### src/rtl/acc_sequencer.sv
// acc_sequencer: fetch/decode/execute controller for the accumulator datapath.
// Owns the program counter, instruction register and zero/carry flags, drives
// the ALU opcode/B operand and pulses the W-register load. Jumps and halt are
// resolved here so the datapath carries no branch logic.
module acc_sequencer #(
  parameter int ADDR_W  = 8,
  parameter int ALU_OPS = 11
) (
  input  logic              clk,
  input  logic              reset,
  input  logic              start,
  output logic [ADDR_W-1:0] mem_addr,
  output logic              mem_req,
  input  logic [11:0]       mem_rdata,
  input  logic              mem_valid,
  output logic [3:0]        alu_inst,
  output logic [7:0]        alu_b,
  input  logic [8:0]        alu_ans,
  output logic              w_load,
  output logic              flag_z,
  output logic              flag_c,
  output logic [ADDR_W-1:0] pc,
  output logic              busy,
  output logic              halted
);

  localparam logic [3:0] OP_JMP    = 4'hB;
  localparam logic [3:0] OP_JZ     = 4'hC;
  localparam logic [3:0] OP_JC     = 4'hD;
  localparam logic [3:0] OP_HLT    = 4'hF;
  localparam logic [4:0] ALU_LIMIT = 5'(ALU_OPS);

  typedef enum logic [2:0] {
    S_IDLE,
    S_FETCH,
    S_DECODE,
    S_EXEC,
    S_HALT
  } state_t;

  state_t            r_state;
  state_t            w_state_nxt;

  logic [11:0]       r_ir;
  logic [ADDR_W-1:0] r_pc;
  logic [3:0]        r_alu_inst;
  logic [7:0]        r_alu_b;
  logic              r_mem_req;
  logic              r_w_load;
  logic              r_flag_z;
  logic              r_flag_c;
  logic              r_busy;
  logic              r_halted;

  logic [3:0]        w_op;
  logic              w_is_alu;
  logic              w_fetch_done;
  logic [ADDR_W-1:0] w_target;
  logic [ADDR_W-1:0] w_pc_inc;
  logic [ADDR_W-1:0] w_pc_exec;

  assign w_op         = r_ir[11:8];
  assign w_is_alu     = ({1'b0, w_op} < ALU_LIMIT);
  assign w_target     = r_ir[ADDR_W-1:0];
  assign w_pc_inc     = r_pc + ADDR_W'(1);
  // mem_req is high exactly while in FETCH, so a strobe outside FETCH is dropped.
  assign w_fetch_done = (r_state == S_FETCH) && r_mem_req && mem_valid;

  // Program-counter value chosen by the instruction currently in EXEC.
  always_comb begin
    w_pc_exec = w_pc_inc;
    case (w_op)
      OP_JMP:  w_pc_exec = w_target;
      OP_JZ:   w_pc_exec = r_flag_z ? w_target : w_pc_inc;
      OP_JC:   w_pc_exec = r_flag_c ? w_target : w_pc_inc;
      OP_HLT:  w_pc_exec = r_pc;
      default: w_pc_exec = w_pc_inc;
    endcase
  end

  // Next-state logic of the fetch/decode/execute sequence.
  always_comb begin
    w_state_nxt = r_state;
    case (r_state)
      S_IDLE:   if (start) w_state_nxt = S_FETCH;
      S_FETCH:  if (w_fetch_done) w_state_nxt = S_DECODE;
      S_DECODE: w_state_nxt = S_EXEC;
      S_EXEC:   w_state_nxt = (w_op == OP_HLT) ? S_HALT : S_FETCH;
      S_HALT:   if (start) w_state_nxt = S_FETCH;
      default:  w_state_nxt = S_IDLE;
    endcase
  end

  // State register.
  always_ff @(posedge clk or posedge reset) begin
    if (reset) begin
      r_state <= S_IDLE;
    end else begin
      r_state <= w_state_nxt;
    end
  end

  // Status outputs are registered from the next state so they line up with it.
  always_ff @(posedge clk or posedge reset) begin
    if (reset) begin
      r_mem_req <= 1'b0;
      r_busy    <= 1'b0;
      r_halted  <= 1'b0;
      r_w_load  <= 1'b0;
    end else begin
      r_mem_req <= (w_state_nxt == S_FETCH);
      r_busy    <= (w_state_nxt == S_FETCH) || (w_state_nxt == S_DECODE) ||
                   (w_state_nxt == S_EXEC);
      r_halted  <= (w_state_nxt == S_HALT);
      r_w_load  <= (r_state == S_DECODE) && w_is_alu;
    end
  end

  // Instruction register, ALU operand registers, program counter and flags.
  always_ff @(posedge clk or posedge reset) begin
    if (reset) begin
      r_ir       <= '0;
      r_pc       <= '0;
      r_alu_inst <= '0;
      r_alu_b    <= '0;
      r_flag_z   <= 1'b0;
      r_flag_c   <= 1'b0;
    end else begin
      case (r_state)
        S_IDLE: begin
          if (start) r_pc <= '0;
        end
        S_FETCH: begin
          if (w_fetch_done) r_ir <= mem_rdata;
        end
        S_DECODE: begin
          if (w_is_alu) begin
            r_alu_inst <= w_op;
            r_alu_b    <= r_ir[7:0];
          end
        end
        S_EXEC: begin
          r_pc <= w_pc_exec;
          if (w_is_alu) begin
            r_flag_c <= alu_ans[8];
            r_flag_z <= (alu_ans[7:0] == 8'h00);
          end
        end
        S_HALT: begin
          if (start) begin
            r_pc     <= '0;
            r_flag_z <= 1'b0;
            r_flag_c <= 1'b0;
          end
        end
        default: ;
      endcase
    end
  end

  assign mem_addr = r_pc;
  assign mem_req  = r_mem_req;
  assign alu_inst = r_alu_inst;
  assign alu_b    = r_alu_b;
  assign w_load   = r_w_load;
  assign flag_z   = r_flag_z;
  assign flag_c   = r_flag_c;
  assign pc       = r_pc;
  assign busy     = r_busy;
  assign halted   = r_halted;

endmodule
### config.mk
export PLATFORM = sky130hd
export DESIGN_NAME = acc_sequencer
export DESIGN_NICKNAME = d
export VERILOG_FILES = /design/src/rtl/acc_sequencer.sv
export SDC_FILE = /design/constraint.sdc
export NUM_CORES = 1
export LEC_CHECK = 0
export BUFFER_PORTS_ARGS = -buffer_cell sky130_fd_sc_hd__buf_2
export CAP_MARGIN = 40
export CORE_UTILIZATION = 40
export CTS_CLUSTER_DIAMETER = 120
export CTS_CLUSTER_SIZE = 25
export DETAILED_ROUTE_END_ITERATION = 16
export GPL_TIMING_DRIVEN = 0
export PLACE_DENSITY = 0.67
export SETUP_SLACK_MARGIN = 0.1
export SLEW_MARGIN = 0
export SYNTH_ARGS = -nofsm -noshare
export SYNTH_HDL_FRONTEND = slang
export SYNTH_SLANG_ARGS = --single-unit
### constraint.sdc
create_clock -name clk -period 1.63 [get_ports clk]
set_input_delay 0.326 -clock clk [delete_from_list [all_inputs] [get_ports clk]]
set_output_delay 0.326 -clock clk [all_outputs]
set_load 0.02 [all_outputs]
=== Word-level counts from Yosys, hierarchy flattened ===
Index checks and enable logic that the tools add are counted.

* Add/subtract/negate cells: 1
* Equal/unequal tests: 16
* Divide/modulo/power cells: 0
* Multiplexer cells: 14
* Shifts and indexed selects: 0
* Multiply operators: 0
* Bitwise gates (word level): 0
* Reductions and logical operators: 14
* $lt $le $gt $ge: 1

{| class="wikitable"
|+ Operators with widths
! cell !! count
|-
| $pmux W8 S4 || 1
|-
| $mux W8 || 3
|-
| $eq A4 B4 Y1 const B || 4
|-
| $pmux W8 S2 || 1
|-
| $eq A3 B2 Y1 const B || 4
|-
| $pmux W3 S4 || 1
|-
| $mux W3 || 3
|-
| $add A8 B1 Y8 const B || 1
|-
| $logic_not A8 Y1 || 1
|-
| $eq A3 B1 Y1 const B || 2
|-
| $eq A3 B3 Y1 const B || 2
|-
| $ne A2 B2 Y1 const B || 3
|-
| $reduce_and A3 Y1 || 2
|-
| $lt A4 B4 Y1 const B || 1
|-
| $pmux W1 S2 || 2
|-
| $reduce_and A2 Y1 || 2
|-
| $reduce_bool A2 Y1 || 2
|-
| $logic_and A1 B1 Y1 || 3
|-
| $logic_not A3 Y1 || 1
|-
| $mux W1 || 3
|-
| $logic_or A1 B1 Y1 || 2
|-
| $ne A2 B1 Y1 const B || 1
|-
| $reduce_or A2 Y1 || 1
|}

* Bits in writable memories: 0
* Output and inout bits: 34
* Bits in latches: 0
* Flip-flop bits (word level): 41
* Memories kept: 0
* Logic and storage cells: 57
* Input bits: 25
* Bits in read-only memories: 0

=== Logic depth before layout (Yosys ltp) ===
Gate-level depths: netlist (run 1).

* Word-level depth: 8
* Gate-level depth with buffers: 6
* Mapped depth without buffers: 5

=== Worst setup path after synthesis (run 1) ===
Ideal clock, no wire load.

* Path type: reg-to-reg
* Start point: register r_ir[8]
* End point: register r_alu_b[0] (netlist: alu_b[0])
* Required time: 1.505 ns
* Path buffers: 2
* Period minus slack after synthesis: 1.581 ns
* Stages on the path, launching flop included: 6
* Slack: 0.049 ns
* Arrival: 1.456 ns
* Library setup time: 0.125 ns
* Cell sequence: dfrtp_1 > buf_6 > a21o_1 > a211o_1 > buf_6 > mux2_4

* Word-level cells in the longest chain between the ends: 2

{| class="wikitable"
|+ Ends and longest elaborated chain
! what !! RTL line !! text
|-
| start: declaration || 44 || <nowiki>logic [11:0] r_ir;</nowiki>
|-
| start signal: assignment || 134 || <nowiki>if (w_fetch_done) r_ir <= mem_rdata;</nowiki>
|-
| $lt A4 B4 Y1 || 63 || <nowiki>assign w_is_alu = ({1'b0, w_op} < ALU_LIMIT);</nowiki>
|-
| $reduce_and A2 Y1 (no line) || -- ||
|-
| end signal: assignment || 139 || <nowiki>r_alu_b <= r_ir[7:0];</nowiki>
|-
| end: declaration || 47 || <nowiki>logic [7:0] r_alu_b;</nowiki>
|}

Every way passes these cells.
A chain may end at the register's enable or synchronous reset.

=== Worst setup path in the final report (run 1) ===
* Start point: register r_ir[9]
* End point: register r_alu_inst[3] (netlist: alu_inst[3])

* Word-level cells in the longest chain between the ends: 2

{| class="wikitable"
|+ Ends and longest elaborated chain
! what !! RTL line !! text
|-
| $lt A4 B4 Y1 || 63 ||
|-
| $reduce_and A2 Y1 (no line) || -- ||
|-
| end signal: assignment || 138 || <nowiki>r_alu_inst <= w_op;</nowiki>
|-
| end: declaration || 46 || <nowiki>logic [3:0] r_alu_inst;</nowiki>
|}

Every way passes these cells.

==> flow_metrics.env, run 1 <==
export IMPL_core_area_sq_um=4750
export IMPL_critical_path_slowest_cell="dfrtp_2"
export IMPL_num_rows=25
export IMPL_layout_nets=272
export IMPL_htreeDepth=2
export IMPL_overflow=0
export IMPL_syn_avg_cell_area_sq_um=12.1
export IMPL_fmax_mhz=629
export IMPL_avgRoutedWirePerCell_microns=13.5
export IMPL_hpwl_microns=2860
export IMPL_cpPeakStageDelay_ns=0.47
export IMPL_seqCellArea_sq_um=1030
export IMPL_finalHoldViolations=0
export IMPL_synth_warnings=0
export IMPL_maxSlewHeadroom=0.697
export IMPL_p_clk_frac=0.128
export IMPL_drive_gt1_frac=0.543
export IMPL_rsz0062_at_grt="yes"
export IMPL_maxCapViolations=0
export IMPL_placed_cell_area_sq_um=2370
export IMPL_power_density_nw_per_um2=1910
export IMPL_drt_total_wl_microns=4230
export IMPL_yosysSeqAreaShare=0.518
export IMPL_place_congestion=0.756
export IMPL_design_area_sq_um=2660
export IMPL_power_combinational_fraction=0.501
export IMPL_syn_inst=164
export IMPL_syn_nets=190
export IMPL_synthFlopType="dfrtp_1"
export IMPL_clock_latency_ns=0.30
export IMPL_drt_pass1_iter_count=4
export IMPL_finClkSkew_ns=0.0103
export IMPL_via_per_inst=5.07
export IMPL_synth_xor_area_frac=0
export IMPL_critical_path_required_ns=1.81
export IMPL_switching_share=0.402
export IMPL_status="complete, no violations"
export IMPL_p_leak_nw=1.31
export IMPL_drc=0
export IMPL_area_delta_synth_final_pct=34.2
export IMPL_p_total_mw=5.08
export IMPL_multi_input_area_sq_um=861
export IMPL_num_vias=1592
export IMPL_yosys_area_top_type="dfrtp_1"
export IMPL_portBuffers=58
export IMPL_die_x_microns=72.3
export IMPL_start_util=0.416
export IMPL_die_h_microns=72.3
export IMPL_ys_top_cells_by_area="dfrtp_1 52%, mux2_2 8.5%, mux2_4 5.3%"
export IMPL_path_clk_slew_ns=0.07
export IMPL_clock_sinks=41
export IMPL_antenna_found_initial=0
export IMPL_worstHoldPathType="primary input to async pin"
export IMPL_nFillCells=438
export IMPL_end_kind="flop"
export IMPL_diodes=0
export IMPL_fin_cells=314
export IMPL_synth_top_family_by_area="multiplexers"
export IMPL_worstPathArrival_ns=1.77
export IMPL_final_antenna_net_count=0
export IMPL_cts_hold_fix_buffers=0
export IMPL_p_int_mw=3.04
export IMPL_grt_max_degree=26
export IMPL_crit_chain="a21o_1 > a211o_4 > buf_12 > mux2_4"
export IMPL_synth_compound_area_frac=0.114
export IMPL_p_seq_frac=0.371
export IMPL_worstSetupPathType="flop to flop"
export IMPL_synthArstFlopShare=1.00
export IMPL_ios=59
export IMPL_yosys_area_top_type_share=0.518
export IMPL_grt_use_total=0.173
export IMPL_power_switching_mw=2.04
export IMPL_setup_viol=0
export IMPL_max_slew_worst_pin_slew_ns=0.455
export IMPL_syn_area_sq_um=1980
export IMPL_synthSimpleGateAreaFrac=0.133
export IMPL_drtIter0Drc=80
export IMPL_muxShareOfSynthArea=0.159
export IMPL_peakVddDrop_mv=0.900
export IMPL_cts_root_buffer="clkbuf_8"
export IMPL_drv_slew=0
export IMPL_synth_cell_types=45
export IMPL_synth_edf_count=0
export IMPL_grt_pass1_wl_microns=6880
export IMPL_crit_path_start_kind="flop"
export IMPL_yosys_area_share_adder=0.00632
export IMPL_dieArea_sq_um=5230
export IMPL_dp_cells=290
export IMPL_numCtsBuffers=5
export IMPL_period_share=0.975
export IMPL_grt_pass1_vias=1410
export IMPL_ys_seq_elements=41
export IMPL_hold_slack_ns=0.00613
export IMPL_critPathMaxFanout=8
export IMPL_layout_min_cycle_time_ns=1.59
export IMPL_cts_tree="built"
export IMPL_clock_path_buffers=2
[worst max-delay path: cells and delay by family (launching register included)]
| family | cells | cell delay [ns] |
|---|---|---|
| DFF | 1 | 0.47 |
| muxes | 1 | 0.29 |
| AOI/OAI and AO/OA | 2 | 0.57 |
| buffers and inverters | 1 | 0.15 |
[cells by family (layout without fill, tap and decap cells)]
family / count (synthesis) / in the layout
DFF: 41 / 41
muxes: 26 / 26
adders and majority gates: 1 / 1
AOI/OAI and AO/OA: 30 / 30
and+or+nand+nor: 46 / 46
buffers and inverters: 20 / 103
[cell usage after synthesis, types with 4 or more instances]
master    n
o21ai_0   4
buf_4     8
buf_6     4
nand2_1  12
mux2_4    7
nand3_1   6
nor3_1    4
mux2i_1   4
dfrtp_1  41
mux2_2   15
inv_1     6
[path summary, 6_finish.rpt]
check                                     startpoint                 endpoint  slack [ns]  cells after the start
worst max-delay path             r_ir[9]$_DFFE_PP0P_  alu_inst[3]$_DFFE_PP0P_        0.04                      4
max in group asynchronous                      reset      r_ir[0]$_DFFE_PP0P_        1.17                      3
worst min register to register  alu_b[5]$_DFFE_PP0P_     alu_b[5]$_DFFE_PP0P_        0.48                      2
min in group clk                        mem_rdata[5]      r_ir[5]$_DFFE_PP0P_        0.24                      3
worst max register to register   r_ir[9]$_DFFE_PP0P_  alu_inst[3]$_DFFE_PP0P_        0.04                      4
worst min-delay path                           reset  alu_inst[0]$_DFFE_PP0P_       0.006                      2
[stage by stage]
step / setup slack, ns / utilization / setup TNS, ns
finish: 0.0400 / 0.559 / 0
global route: -0.0156 / 0.559 / -0.0156
CTS: 0.0109 / 0.539 / 0
detailed placement: -0.140 / 0.499 / -1.21
global placement: -0.187 / 0.495 / -8.67
floorplan: 0.0851 / - / 0
[layout make-up]
class / instances / area share
Sequential cell: 41 / 0.389
Multi-Input combinational cell: 103 / 0.324
Timing Repair Buffer: 75 / 0.165
Buffer: 14 / 0.0499
Tap cell: 67 / 0.0316
Clock buffer: 5 / 0.0259
Inverter: 6 / 0.00848
Clock inverter: 3 / 0.00659
[state kept, by name, summed over array words and instances, names as in the netlist]
register,cells
r_ir,12
alu_b,8
mem_addr,8
alu_inst,4
r_state,3
busy,1
flag_c,1
flag_z,1
halted,1
mem_req,1
w_load,1
[power groups by stage]
stage          sequential [mW]  clock (mW)  combinational, mW
2_1_floorplan             2.12           0               1.32
3_3_place_gp              1.87           0               2.17
3_5_place_dp              1.88           0               2.21
4_1_cts                   1.87       0.671               2.39
5_1_grt                   1.96       0.717               2.73
6_report                  1.88       0.650               2.54
[metal layers]
| layer | vias to the layer above | part of all wire | global-route usage |
|---|---|---|---|
| met5 | - | 0 | 0 |
| met3 | 4 | 0.054 | 0.0444 |
| met4 | 0 | 0.0080 | 0.0545 |
| met2 | 56 | 0.47 | 0.278 |
| met1 | 772 | 0.47 | 0.229 |
| li1 | 760 | - | - |
[cells in the final DEF, fill, tap and decap left out, drive strengths merged, types with 3 or more instances in the layout]
master,count
buf,89
dfrtp,41
mux2,22
nand2,12
nand3,6
inv,6
clkbuf,5
o21ai,5
nor3,4
mux2i,4
o211ai,3
a32oi,3
o22ai,3
nor3b,3
nor2,3
nand4,3
[timing repair]
item                                   CTS  global route
setup buffers                            9             7
endpoints found under the hold margin    0             0
resized for setup                       10            12
pin swaps                                4             4
setup endpoints to repair               26            32
No activity file was read; power rests on OpenSTA's default activity.
==> inputs of run 2 (changes only) <==
- GPL_TIMING_DRIVEN: 0 -> unset
- REMOVE_ABC_BUFFERS: unset -> 1
==> flow_metrics.env, run 2 (synthesis gave the netlist of run 1 again) <==
export IMPL_nFillCells=416
export IMPL_overflow=0
export IMPL_layout_min_cycle_time_ns=1.54
export IMPL_start_util=0.416
export IMPL_fmax_mhz=649
export IMPL_cts_hold_fix_buffers=0
export IMPL_worstHoldPathType="primary input to async pin"
export IMPL_finClkSkew_ns=0.00842
export IMPL_clock_path_buffers=2
export IMPL_final_cell_mix="58 x buf_2, 36 x dfrtp_1, 19 x buf_4"
export IMPL_ios=59
export IMPL_die_x_microns=72.3
export IMPL_cp_num_cells=4
export IMPL_grt_max_degree=42
export IMPL_reg2reg_to="alu_b[2]$_DFFE_PP0P_"
export IMPL_antenna_found_initial=0
export IMPL_drv_slew=0
export IMPL_core_area_sq_um=4750
export IMPL_htreeDepth=2
export IMPL_worstPathArrival_ns=1.71
export IMPL_crit_family="compound AO/OA/AOI/OAI gates"
export IMPL_regMostFlops="r_ir"
export IMPL_maxCapViolations=0
export IMPL_cts_root_buffer="clkbuf_8"
export IMPL_die_h_microns=72.3
export IMPL_dieArea_sq_um=5230
export IMPL_drive_gt1_frac=0.534
export IMPL_drtIter0Drc=114
export IMPL_hpwl_microns=3010
export IMPL_layout_nets=263
export IMPL_critical_path_required_ns=1.80
export IMPL_crit_end="alu_b[2]$_DFFE_PP0P_"
export IMPL_place_congestion=0.824
export IMPL_numCtsBuffers=5
export IMPL_regToRegStartpoint="r_ir[8]$_DFFE_PP0P_"
export IMPL_p_leak_nw=1.28
export IMPL_num_vias=1567
export IMPL_cpPeakStageDelay_ns=0.47
export IMPL_layout_setup_ws_ns=0.0893
export IMPL_rsz0062_at_grt="yes"
export IMPL_num_rows=25
export IMPL_status="complete, no violations"
export IMPL_utilization=0.548
export IMPL_critical_path_slowest_cell="dfrtp_2"
export IMPL_crit_buf_inv=1
export IMPL_worstSetupPathType="flop to flop"
export IMPL_r2r_slack_ns=0.09
export IMPL_end_kind="flop"
export IMPL_drt_pass1_iter_count=4
export IMPL_clock_latency_ns=0.29
export IMPL_power_density_nw_per_um2=1990
export IMPL_area_delta_synth_final_pct=31.6
export IMPL_largest_register_ffs=12
export IMPL_cts_tree="built"
export IMPL_grt_pass1_vias=1476
export IMPL_setup_viol=0
export IMPL_drt_total_wl_microns=4210
export IMPL_dp_slack_ns=0.0338
export IMPL_drc=0
export IMPL_mostFrequentLayoutCell="buf_2"
export IMPL_finalHoldViolations=0
export IMPL_peakVddDrop_mv=1.04
export IMPL_avgRoutedWirePerCell_microns=13.8
export IMPL_multi_input_area_sq_um=871
export IMPL_final_antenna_net_count=0
export IMPL_r2r_cells=4
export IMPL_period_share=0.945
export IMPL_clock_sinks=41
export IMPL_diodes=0
export IMPL_crit_chain="a21o_1 > a211o_1 > buf_12 > mux2_4"
export IMPL_maxSlewHeadroom=0.668
export IMPL_portBuffers=58
export IMPL_via_per_inst=5.14
export IMPL_seqCellArea_sq_um=1030
export IMPL_max_slew_worst_pin_slew_ns=0.498
export IMPL_grt_use_total=0.169
export IMPL_startpoint="r_ir[8]$_DFFE_PP0P_"
export IMPL_path_clk_slew_ns=0.08
export IMPL_crit_path_start_kind="flop"
export IMPL_grt_pass1_wl_microns=6850
export IMPL_critPathMaxFanout=14
run 2: changes by cell type in the layout (fill, tap and decap cells not counted), sizes merged:
cell	change
clkinv	-2
bufinv	+1
clkbuf	+1
buf	-9
run 2: worst min-delay path, delay by kind of cell:
family / cells / cell delay (ns)
buf+inv: 3 / 0.55
run 2: layout make-up:
type,instances,area share
Timing Repair Buffer,80,0.183
Inverter,6,0.00865
Multi-Input combinational cell,103,0.334
Tap cell,67,0.0322
Clock inverter,2,0.0144
Sequential cell,41,0.396
Clock buffer,6,0.0317
run 2: layer usage:
metal / vias to the layer above / global-route usage / routed length (microns)
li1: 747 / - / -
met1: 765 / 0.226 / 1930
met2: 53 / 0.277 / 2060
met3: 2 / 0.0333 / 191
met4: 0 / 0.0566 / 25
met5: - / 0 / 0
run 2: worst min path at each step:
| stage | startpoint | end | slack [ns] | cells past startpoint |
|---|---|---|---|---|
| global route | reset | r_ir[3]$_DFFE_PP0P_ | 0.19 | 3 |
| finish | reset | alu_inst[0]$_DFFE_PP0P_ | 0.15 | 3 |
| floorplan | start | halted$_DFF_PP0_ | 0.42 | 1 |
| CTS | reset | alu_inst[0]$_DFFE_PP0P_ | 0.16 | 3 |
| detailed placement | reset | alu_inst[1]$_DFFE_PP0P_ | 0.47 | 3 |
| global placement | reset | alu_inst[2]$_DFFE_PP0P_ | 0.47 | 3 |
run 2: repair_timing:
action | CTS | global route
pin swaps | 3 | 4
gates resized for setup | 2 | 16
buffers inserted | 2 | 6
endpoints found under the setup margin | 18 | 30
run 2: through the flow:
stage | hold WS, ns | power (mW) | instances | setup TNS [ns] | cell area [sq um]
floorplan | 0.415 | 3.24 | 150 | -0.590 | 1860
global placement | 0.467 | 4.06 | 289 | 0 | 2360
detailed placement | 0.473 | 4.10 | 289 | 0 | 2360
CTS | 0.159 | 4.98 | 299 | 0 | 2500
global route | 0.195 | 5.50 | 305 | 0 | 2610
finish | 0.148 | 5.18 | 305 | 0 | 2610
run 2: report_power, final:
group | switching, mW | internal, mW | total (mW) | leakage, nW
registers | 0.432 | 1.47 | 1.91 | 0.507
logic | 1.26 | 1.18 | 2.43 | 0.712
clock network | 0.339 | 0.498 | 0.837 | 0.0574
